File: src/rtl/rom_bus_interface_pkg.sv
// Shared definitions for the 4001 ROM bus interface: FSM state encodings,
// bus widths and the chip-select compare helper.
package rom_bus_interface_pkg;

  localparam int NIBBLE  = 4;   // data bus width
  localparam int BYTE_W  = 8;   // ROM word width
  localparam int CNT_W   = 4;   // ROM latency counter width (1..16 cycles)

  // Strobe slots in the edge-detector array
  localparam int NUM_STB  = 4;
  localparam int STB_SYNC = 0;
  localparam int STB_A1   = 1;
  localparam int STB_A2   = 2;
  localparam int STB_A3   = 3;

  typedef enum logic [3:0] {
    ST_SYNC_WAIT = 4'd0,
    ST_IDLE      = 4'd1,
    ST_ADDR_LO   = 4'd2,
    ST_ADDR_MID  = 4'd3,
    ST_FETCH     = 4'd4,
    ST_READY     = 4'd5,
    ST_DRIVE_M1  = 4'd6,
    ST_DRIVE_M2  = 4'd7,
    ST_SKIP      = 4'd8
  } rbi_state_e;

  // Chip number in A3 must equal the strapped CHIP_ID for this ROM to respond
  function automatic logic nib_match(input logic [NIBBLE-1:0] a,
                                     input logic [NIBBLE-1:0] b);
    return (a == b);
  endfunction

endpackage

File: src/rtl/rom_bus_interface_phase_edge.sv
// Single-bit rising-edge detector for a level phase strobe. Clearing the
// history makes a strobe already high when clear drops count as a new rise.
module phase_edge (
  input  logic sysclk,
  input  logic clr,
  input  logic strobe,
  output logic rise
);

  logic prev;

  // Remember last cycle's strobe level
  always_ff @(posedge sysclk) begin
    if (clr) prev <= 1'b0;
    else     prev <= strobe;
  end

  assign rise = strobe & ~prev & ~clr;

endmodule

File: src/rtl/rom_bus_interface.sv
// 4001 ROM bus interface: latches the 12-bit address over A1..A3, selects on
// the chip nibble, fetches one byte from local ROM storage and drives the
// OPR/OPA nibbles back onto the data bus during M1/M2.
module rom_bus_interface
  import rom_bus_interface_pkg::*;
#(
  parameter logic [3:0] CHIP_ID     = 4'h0,
  parameter int         ROM_LATENCY = 1
) (
  input  logic              sysclk,
  input  logic              poc,
  input  logic              sync,
  input  logic              a12,
  input  logic              a22,
  input  logic              a32,
  input  logic              m11,
  input  logic              m12,
  input  logic              m21,
  input  logic              m22,
  input  logic [NIBBLE-1:0] data_in,
  output logic [NIBBLE-1:0] data_out,
  output logic              data_oe,
  output logic [BYTE_W-1:0] rom_addr,
  output logic              rom_rd,
  input  logic [BYTE_W-1:0] rom_data,
  output logic              selected
);

  if (ROM_LATENCY < 1 || ROM_LATENCY > 16) begin : g_bad_latency
    $error("rom_bus_interface: ROM_LATENCY must be within 1..16");
  end

  // Counter is loaded with latency-1 and held during the rom_rd cycle, so
  // capture lands exactly ROM_LATENCY cycles after the read strobe.
  localparam logic [CNT_W-1:0] LAT_LOAD = CNT_W'(ROM_LATENCY - 1);

  logic [NUM_STB-1:0] stb_lvl;
  logic [NUM_STB-1:0] stb_rise;

  assign stb_lvl[STB_SYNC] = sync;
  assign stb_lvl[STB_A1]   = a12;
  assign stb_lvl[STB_A2]   = a22;
  assign stb_lvl[STB_A3]   = a32;

  for (genvar i = 0; i < NUM_STB; i++) begin : g_edge
    phase_edge u_edge (
      .sysclk (sysclk),
      .clr    (poc),
      .strobe (stb_lvl[i]),
      .rise   (stb_rise[i])
    );
  end

  logic sync_r, a1_r, a2_r, a3_r;
  assign sync_r = stb_rise[STB_SYNC];
  assign a1_r   = stb_rise[STB_A1];
  assign a2_r   = stb_rise[STB_A2];
  assign a3_r   = stb_rise[STB_A3];

  logic m1_lvl, m2_lvl;
  assign m1_lvl = m11 | m12;
  assign m2_lvl = m21 | m22;

  rbi_state_e        state;
  logic [BYTE_W-1:0] addr_lo;   // A1/A2 nibbles; chip nibble is consumed at the A3 edge
  logic [BYTE_W-1:0] byte_q;
  logic [CNT_W-1:0]  lat_cnt;

  // Any address strobe arriving outside its own slot means we lost cycle
  // alignment; ignore them entirely while already waiting for sync.
  logic bad_strobe;
  always_comb begin
    bad_strobe = 1'b0;
    if (state != ST_SYNC_WAIT) begin
      bad_strobe = (a1_r && state != ST_IDLE)     ||
                   (a2_r && state != ST_ADDR_LO)  ||
                   (a3_r && state != ST_ADDR_MID);
    end
  end

  // Instruction-cycle sequencer with registered bus outputs
  always_ff @(posedge sysclk) begin
    if (poc) begin
      state    <= ST_SYNC_WAIT;
      data_out <= '0;
      data_oe  <= 1'b0;
      rom_addr <= '0;
      rom_rd   <= 1'b0;
      selected <= 1'b0;
      byte_q   <= '0;
      addr_lo  <= '0;
      lat_cnt  <= '0;
    end else begin
      rom_rd <= 1'b0;
      if (sync_r) begin
        // X3 marks the start of a fresh cycle from any state
        state    <= ST_IDLE;
        data_oe  <= 1'b0;
        selected <= 1'b0;
      end else if (bad_strobe) begin
        state    <= ST_SYNC_WAIT;
        data_oe  <= 1'b0;
        selected <= 1'b0;
      end else begin
        case (state)
          ST_IDLE: begin
            if (a1_r) begin
              addr_lo[3:0] <= data_in;
              state        <= ST_ADDR_LO;
            end
          end
          ST_ADDR_LO: begin
            if (a2_r) begin
              addr_lo[7:4] <= data_in;
              state        <= ST_ADDR_MID;
            end
          end
          ST_ADDR_MID: begin
            if (a3_r) begin
              if (nib_match(data_in, CHIP_ID)) begin
                selected <= 1'b1;
                rom_addr <= addr_lo;
                rom_rd   <= 1'b1;
                lat_cnt  <= LAT_LOAD;
                state    <= ST_FETCH;
              end else begin
                selected <= 1'b0;
                state    <= ST_SKIP;
              end
            end
          end
          ST_FETCH: begin
            if (!rom_rd) begin
              if (lat_cnt == '0) begin
                byte_q <= rom_data;
                state  <= ST_READY;
              end else begin
                lat_cnt <= lat_cnt - 1'b1;
              end
            end
          end
          ST_READY: begin
            if (m1_lvl) begin
              data_out <= byte_q[7:4];
              data_oe  <= 1'b1;
              state    <= ST_DRIVE_M1;
            end
          end
          ST_DRIVE_M1: begin
            if (m2_lvl) begin
              data_out <= byte_q[3:0];
              data_oe  <= 1'b1;
              state    <= ST_DRIVE_M2;
            end else begin
              data_oe <= m1_lvl;
            end
          end
          ST_DRIVE_M2: begin
            data_oe <= m2_lvl;
          end
          default: ;
        endcase
      end
    end
  end

endmodule

File: config.mk
export PLATFORM = sky130hd
export DESIGN_NAME = rom_bus_interface
export DESIGN_NICKNAME = d
export VERILOG_FILES = /design/src/rtl/rom_bus_interface_pkg.sv /design/src/rtl/rom_bus_interface_phase_edge.sv /design/src/rtl/rom_bus_interface.sv
export SDC_FILE = /design/constraint.sdc
export NUM_CORES = 1
export LEC_CHECK = 0
export CORE_MARGIN = 1.5
export CORE_UTILIZATION = 30
export DETAILED_ROUTE_END_ITERATION = 10
export GPL_TIMING_DRIVEN = 0
export PLACE_DENSITY_LB_ADDON = 0.2
export SETUP_SLACK_MARGIN = 0.2
export SLEW_MARGIN = 20
export SYNTH_ARGS = -nofsm -noshare
export SYNTH_HDL_FRONTEND = slang
export SYNTH_SLANG_ARGS = --single-unit
export TNS_END_PERCENT = 1
File: constraint.sdc
create_clock -name sysclk -period 2.13 [get_ports sysclk]
set_input_delay 0.213 -clock sysclk [delete_from_list [all_inputs] [get_ports sysclk]]
set_output_delay 0.213 -clock sysclk [all_outputs]
set_load 0.005 [all_outputs]
# Word-level counts from Yosys, hierarchy flattened
# Cells that the tools add are included.
[classes] addsub=1 eq_ne=26 n_mux=24 bitwise_logic=20 reduce_logical=25
[ops] op="two-way mux 4 bit" n=14
[ops] op="inequality test 4 x 3 -> 1 bit (second input constant)" n=7
[ops] op="one-hot mux 4 bit (6 select lines)" n=1
[ops] op="inequality test 2 bit (second input constant)" n=9
[ops] op="equality test 4 x 3 -> 1 bit (second input constant)" n=4
[ops] op="one-hot mux 4 bit (2 select lines)" n=2
[ops] op="AND reduction 8 bit" n=2
[ops] op="AND reduction 5 bit" n=3
[ops] op="NOT 1 bit" n=10
[ops] op="bitwise AND 1 bit" n=8
[ops] op="equality test 4 x 2 -> 1 bit (second input constant)" n=2
[ops] op="zero test 4 bit" n=2
[ops] op="inequality test 4 x 2 -> 1 bit (second input constant)" n=2
[ops] op="AND reduction 4 bit" n=2
[ops] op="nonzero test 8 bit" n=1
[ops] op="AND reduction 7 bit" n=1
[ops] op="two-way mux 1 bit" n=6
[ops] op="nonzero test 6 bit" n=1
[ops] op="OR reduction 5 bit" n=1
[ops] op="equality test 4 x 1 -> 1 bit (second input constant)" n=1
[ops] op="inequality test 4 x 1 -> 1 bit (second input constant)" n=1
[ops] op="AND reduction 2 bit" n=2
[ops] op="nonzero test 2 bit" n=2
[ops] op="nonzero test 4 bit" n=1
[ops] op="7 further kinds" n=11
[totals] regBits=43 in_bits=22 out_inout_bits=15 word_cells=111

# Logic depth before layout (Yosys ltp)
[logic_depth] ltp_word=9 mapped_depth=8 depth_no_buf=7

# By module
# From an unflattened synthesis, not the netlist that was laid out.
[hier_totals] cells_unflattened=212 hier_area_um2=2031.9
[by_module_without_submodules] module="rom_bus_interface" instances=1 cells_each=200 area_each_um2=1876.8 seq_area_each_um2=780.7
[by_module_without_submodules] module="phase_edge" instances=4 cells_each=3 area_each_um2=38.8 seq_area_each_um2=20.0

# Worst setup path after synthesis
# OpenSTA, ideal clock, no wires.
[synth_path] kind="reg2reg" start="register state[0]" end="register lat_cnt[2]" setup_ns=0.096 t_arrival_ns=1.899 required_ns=2.034 slack_ns=0.135 path_stages_with_launch=8 n_path_buf=2 period_less_slack_ns=1.995 path_cell_list="dfxtp_1 clkbuf_1 nor4bb_1 o21ai_2 a21o_1 buf_6 or3_4 o41ai_2"
[synth_via] elab_chain_len=7 word_cells_on_any_way=20 classes_between="eq/ne (9); mux (2); bitwise (1); reduce/logical (8)"
[synth_rtl] item="start, declared" line_no="rom_bus_interface.sv:64" text="rbi_state_e state;"
[synth_rtl] item="start signal, assigned" line_no="rom_bus_interface.sv:84" text="state <= ST_SYNC_WAIT;"
[synth_rtl] item="start signal, assigned" line_no="rom_bus_interface.sv:97" text="state <= ST_IDLE;"
[synth_rtl] item="start signal, assigned" line_no="rom_bus_interface.sv:101" text="state <= ST_SYNC_WAIT;"
[synth_rtl] item="inequality test 4 x 1 -> 1 bit / inequality test 4 x 2 -> 1 bit (equally long branches)" line_no="rom_bus_interface.sv:75, rom_bus_interface.sv:76"
[synth_rtl] item="logical AND 1 bit, on equally long branches" line_no="rom_bus_interface.sv:75, rom_bus_interface.sv:76"
[synth_rtl] item="logical OR 1 bit" line_no="rom_bus_interface.sv:75" text="bad_strobe = (a1_r && state != ST_IDLE) ||"
[synth_rtl] item="logical OR 1 bit" line_no="rom_bus_interface.sv:76" text="(a2_r && state != ST_ADDR_LO) ||"
[synth_rtl] item="two-way mux 1 bit" line_no="rom_bus_interface.sv:74" text="if (state != ST_SYNC_WAIT) begin"
[synth_rtl] item="NOT 1 bit (no source line)"
[synth_rtl] item="AND reduction 7 bit (no source line)"
[synth_rtl] item="end signal, assigned" line_no="rom_bus_interface.sv:138" text="lat_cnt <= lat_cnt - 1'b1;"
[synth_rtl] item="end, declared" line_no="rom_bus_interface.sv:67" text="logic [CNT_W-1:0] lat_cnt;"
# Parallel ways exist; a longest one is shown, timed or not.
# A chain may end at the register's enable or synchronous reset.

# Final worst setup path
[layout_path] start="input data_in[3]" end="register lat_cnt[0]"
[layout_via] elab_chain_len=3
[layout_rtl] item="start, declared" line_no="rom_bus_interface.sv:20" text="input logic [NIBBLE-1:0] data_in,"
[layout_rtl] item="zero test 4 bit" line_no="rom_bus_interface_pkg.sv:31" text="return (a == b);"
[layout_rtl] item="inequality test 2 bit (no source line)"
[layout_rtl] item="AND reduction 7 bit (no source line)"
# Every way passes these cells.

==> impl_metrics.tcl <==
set metrics [dict create \
    status "completed" \
    yosysUniqueCellTypes 46 \
    finalSetupViolations 0 \
    cts_tree "yes" \
    drtIter0Drc 114 \
    wl_per_cell_um 13.5 \
    hold_viol_final 0 \
    grt_setup_unrepaired "true" \
    path_clk_slew_ps 90 \
    layout-drive-gt1-share 0.177 \
    syn-cell-area_mm2 0.00211 \
    worstReg2RegEnd "lat_cnt[0]$_SDFFE_PP0P_" \
    die_x_um 86.9 \
    clock-sinks 43 \
    ant_nets 0 \
    period_minus_slack_ps 2070 \
    cts_buffer_depth 2 \
    rrSetupSlack_ps 120 \
    critPathBufInv 1 \
    reg2regPathDepth 7 \
    dpl.hpwl_mm 3.58 \
    hold_path_depth 2 \
    cpMaxStageDelayCell "nor4_1" \
    synthArstFlopShare 0 \
    total_power_w 0.00225 \
    crit_fanout 5 \
    ys_seq_area_frac 0.408 \
    antenna_found_initial 0 \
    die_area_mm2 0.00755 \
    nets 306 \
    crit_required_ps 2330 \
    min_period_over_period 0.973 \
    fin_ws_ps 57.6 \
    ctsRootBufferMaster "clkbuf_8" \
    grt_pass1_vias 1771 \
    syn_to_final_growth_pct 37.8 \
    via_count 1814 \
    power-per-cell-area_mw_per_mm2 772 \
    tns_ps 0 \
    synth_nets 250 \
    grt_usage 0.141 \
    gp_congestion 0.818 \
    avgSynthCellArea_um2 9.34 \
    die-height_um 86.9 \
    min-delay-start "byte_q[1]$_SDFFE_PP0P_" \
    preCtsSetupSlack_ps -565 \
    drv_slew 0 \
    route.detailed.drc 0 \
    vias_per_cell 4.79 \
    crit_path_cell_trace "clkdlybuf4s50_1, nor4_1, nand3_2, and2_1, o31a_1, a22o_1" \
    grt_pass1_wl_mm 8.39 \
    synthFlopType "dfxtp_1" \
    wl_mm 5.12 \
    core_area_mm2 0.00679 \
    skew_ps 12.4 \
    critPathKind "primary input to flip-flop" \
    n_antenna_cell 0 \
    path_delay_family "simple AND/OR/NAND/NOR gates" \
    timing.slew.headroom 0.611 \
    syn_inst 226 \
    overflow 0 \
    hold_end "byte_q[1]$_SDFFE_PP0P_" \
    fin_util 0.428 \
    drtPass1Iterations 4 \
    leakage_nw 0.983 \
    io_pins 37 \
    synth_edf_count 0 \
    ys.warnings.count 0 \
    max_cap_violations 0 \
    cts_buffers 5 \
    regToRegStartpoint "state[0]$_SDFFE_PP0P_" \
    tightest_slew_ps 578 \
    worstPathArrival_ps 2270 \
    grt_max_degree 16 \
    cp-start-kind "primary input" \
    initial_utilization 0.311 \
    htreeDepth 2 \
    port_buffers 36 \
    cp-startpoint "data_in[3]" \
    slowest_delay_ps 560 \
    ys_seq_elements 43 \
    fmax_mhz 483 \
    min_path_type "flip-flop to flip-flop" \
    clk_latency_ps 300 \
    end_kind "flip-flop" \
    ir_drop_mv 0.450 \
    num_rows 30 \
]
## registers in the layout, indices dropped and copies added, names as in the netlist, 4 cells and up
name and flops:
addr_lo 8, byte_q 8, data_out 4, g_edge.u_edge.prev 4, lat_cnt 4, rom_addr 8, state 4
## Yosys cell counts (2+ instances only)
master     n  area, um2
a21o_1     2       15.0
nor3_1     6       30.0
or3b_2     5       43.8
a22oi_1    2       15.0
and4_1     2       17.5
a21oi_1   11       55.1
nand2b_1   3       18.8
clkbuf_1  11       41.3
inv_1      6       22.5
nand2_1   19       71.3
nor4_1     3       18.8
nor2_1    25       93.8
o311ai_0   2       17.5
o211ai_1   3       22.5
nor2b_1    5       31.3
nand3b_1   2       15.0
o21ai_2    2       17.5
o21ai_0    9       45.0
ha_1       2       25.0
a211oi_1   3       22.5
buf_4      2       15.0
nor3b_1    3       22.5
nor4_4     2       42.5
mux2i_1   28        280
dfxtp_1   43        861
a22o_1     2       17.5
or3_1      4       25.0
## repair_timing
action	in CTS	in global routing
setup endpoints to repair	38	36
pin swaps	7	5
setup buffers	10	3
hold buffers	0	0
resized for setup	8	14
## cell families (layout without fill, tap and decap cells)
kind of cell / count (synthesis) / in the layout / synth area share
AOI/OAI and AO/OA: 45 / 45 / 0.166
DFF: 43 / 43 / 0.408
muxes: 28 / 28 / 0.133
and+or+nand+nor: 87 / 87 / 0.237
adders and majority gates: 2 / 2 / 0.0119
buffers and inverters: 21 / 78 / 0.0445
## layer usage
layer,vias up,GRT usage,share of wire
li1,927,-,-
met1,842,0.190,0.49
met2,39,0.219,0.45
met3,6,0.0351,0.046
met4,0,0.0455,0.012
met5,-,0,0
## tightest hold or removal path, cell delays in order (launching register included)
cell	delay, ps
dfxtp_1	320
nand2_1	50
mux2i_1	50
## final cells by class
type / count / area (um2)
clock inverter: 3 / 46.3
fill: 682 / 3890
timing repair buffer: 49 / 485
clock buffer: 5 / 68.8
buffer: 15 / 87.6
inverter: 6 / 22.5
sequential: 43 / 865
multi-input combinational: 162 / 1210
tap: 96 / 120
## cell usage in the layout (no fill, tap or decap), drive strengths merged, types with 2 or more instances in the layout
cell type      Yosys  final
a21o               2      2
buf                4     19
nand3b             2      2
mux2i             28     28
nor4               5      5
dfxtp             43     43
inv                6      7
nor3b              4      4
a21oi             11     11
o41ai              2      2
and4               2      2
clkdlybuf4s50      0     35
nor3               6      6
a22oi              2      2
clkbuf            11     14
nand2             19     19
o21ai             12     12
nand2b             3      3
or3                5      5
ha                 2      2
nor2b              5      5
a211oi             4      4
a22o               2      2
o311ai             2      2
o211ai             3      3
or3b               5      5
nor2              25     25
## worst max path at each step
stage                                          to  depth (start not counted)  slack, ps
after detailed placement   byte_q[6]$_SDFFE_PP0P_                          7       -560
after global routing      lat_cnt[2]$_SDFFE_PP0P_                          7         40
after CTS                 addr_lo[2]$_SDFFE_PP0P_                          6         30
after global placement     byte_q[4]$_SDFFE_PP0P_                          7       -550
final                     lat_cnt[0]$_SDFFE_PP0P_                          6         60
after floorplan           lat_cnt[2]$_SDFFE_PP0P_                          7        180
## report_power, final
| part | switching (W) | internal, W | leakage, nW | total [W] |
|---|---|---|---|---|
| Sequential | 0.0000317 | 0.000837 | 0.349 | 0.000868 |
| Clock | 0.000308 | 0.000354 | 0.0548 | 0.000661 |
| Combinational | 0.000369 | 0.000348 | 0.580 | 0.000717 |
| Total | 0.000708 | 0.00154 | 0.983 | 0.00225 |
## metrics by stage
| stage | hold WS [ps] | instance area (um2) | instances |
|---|---|---|---|
| 2_1_floorplan | 341 | 2140 | 226 |
| 3_3_place_gp | 443 | 2620 | 358 |
| 3_5_place_dp | 451 | 2620 | 358 |
| 4_1_cts | 462 | 2850 | 376 |
| 5_1_grt | 472 | 2910 | 379 |
| 6_report | 460 | 2910 | 379 |
No activity file was read; power rests on OpenSTA's default activity.
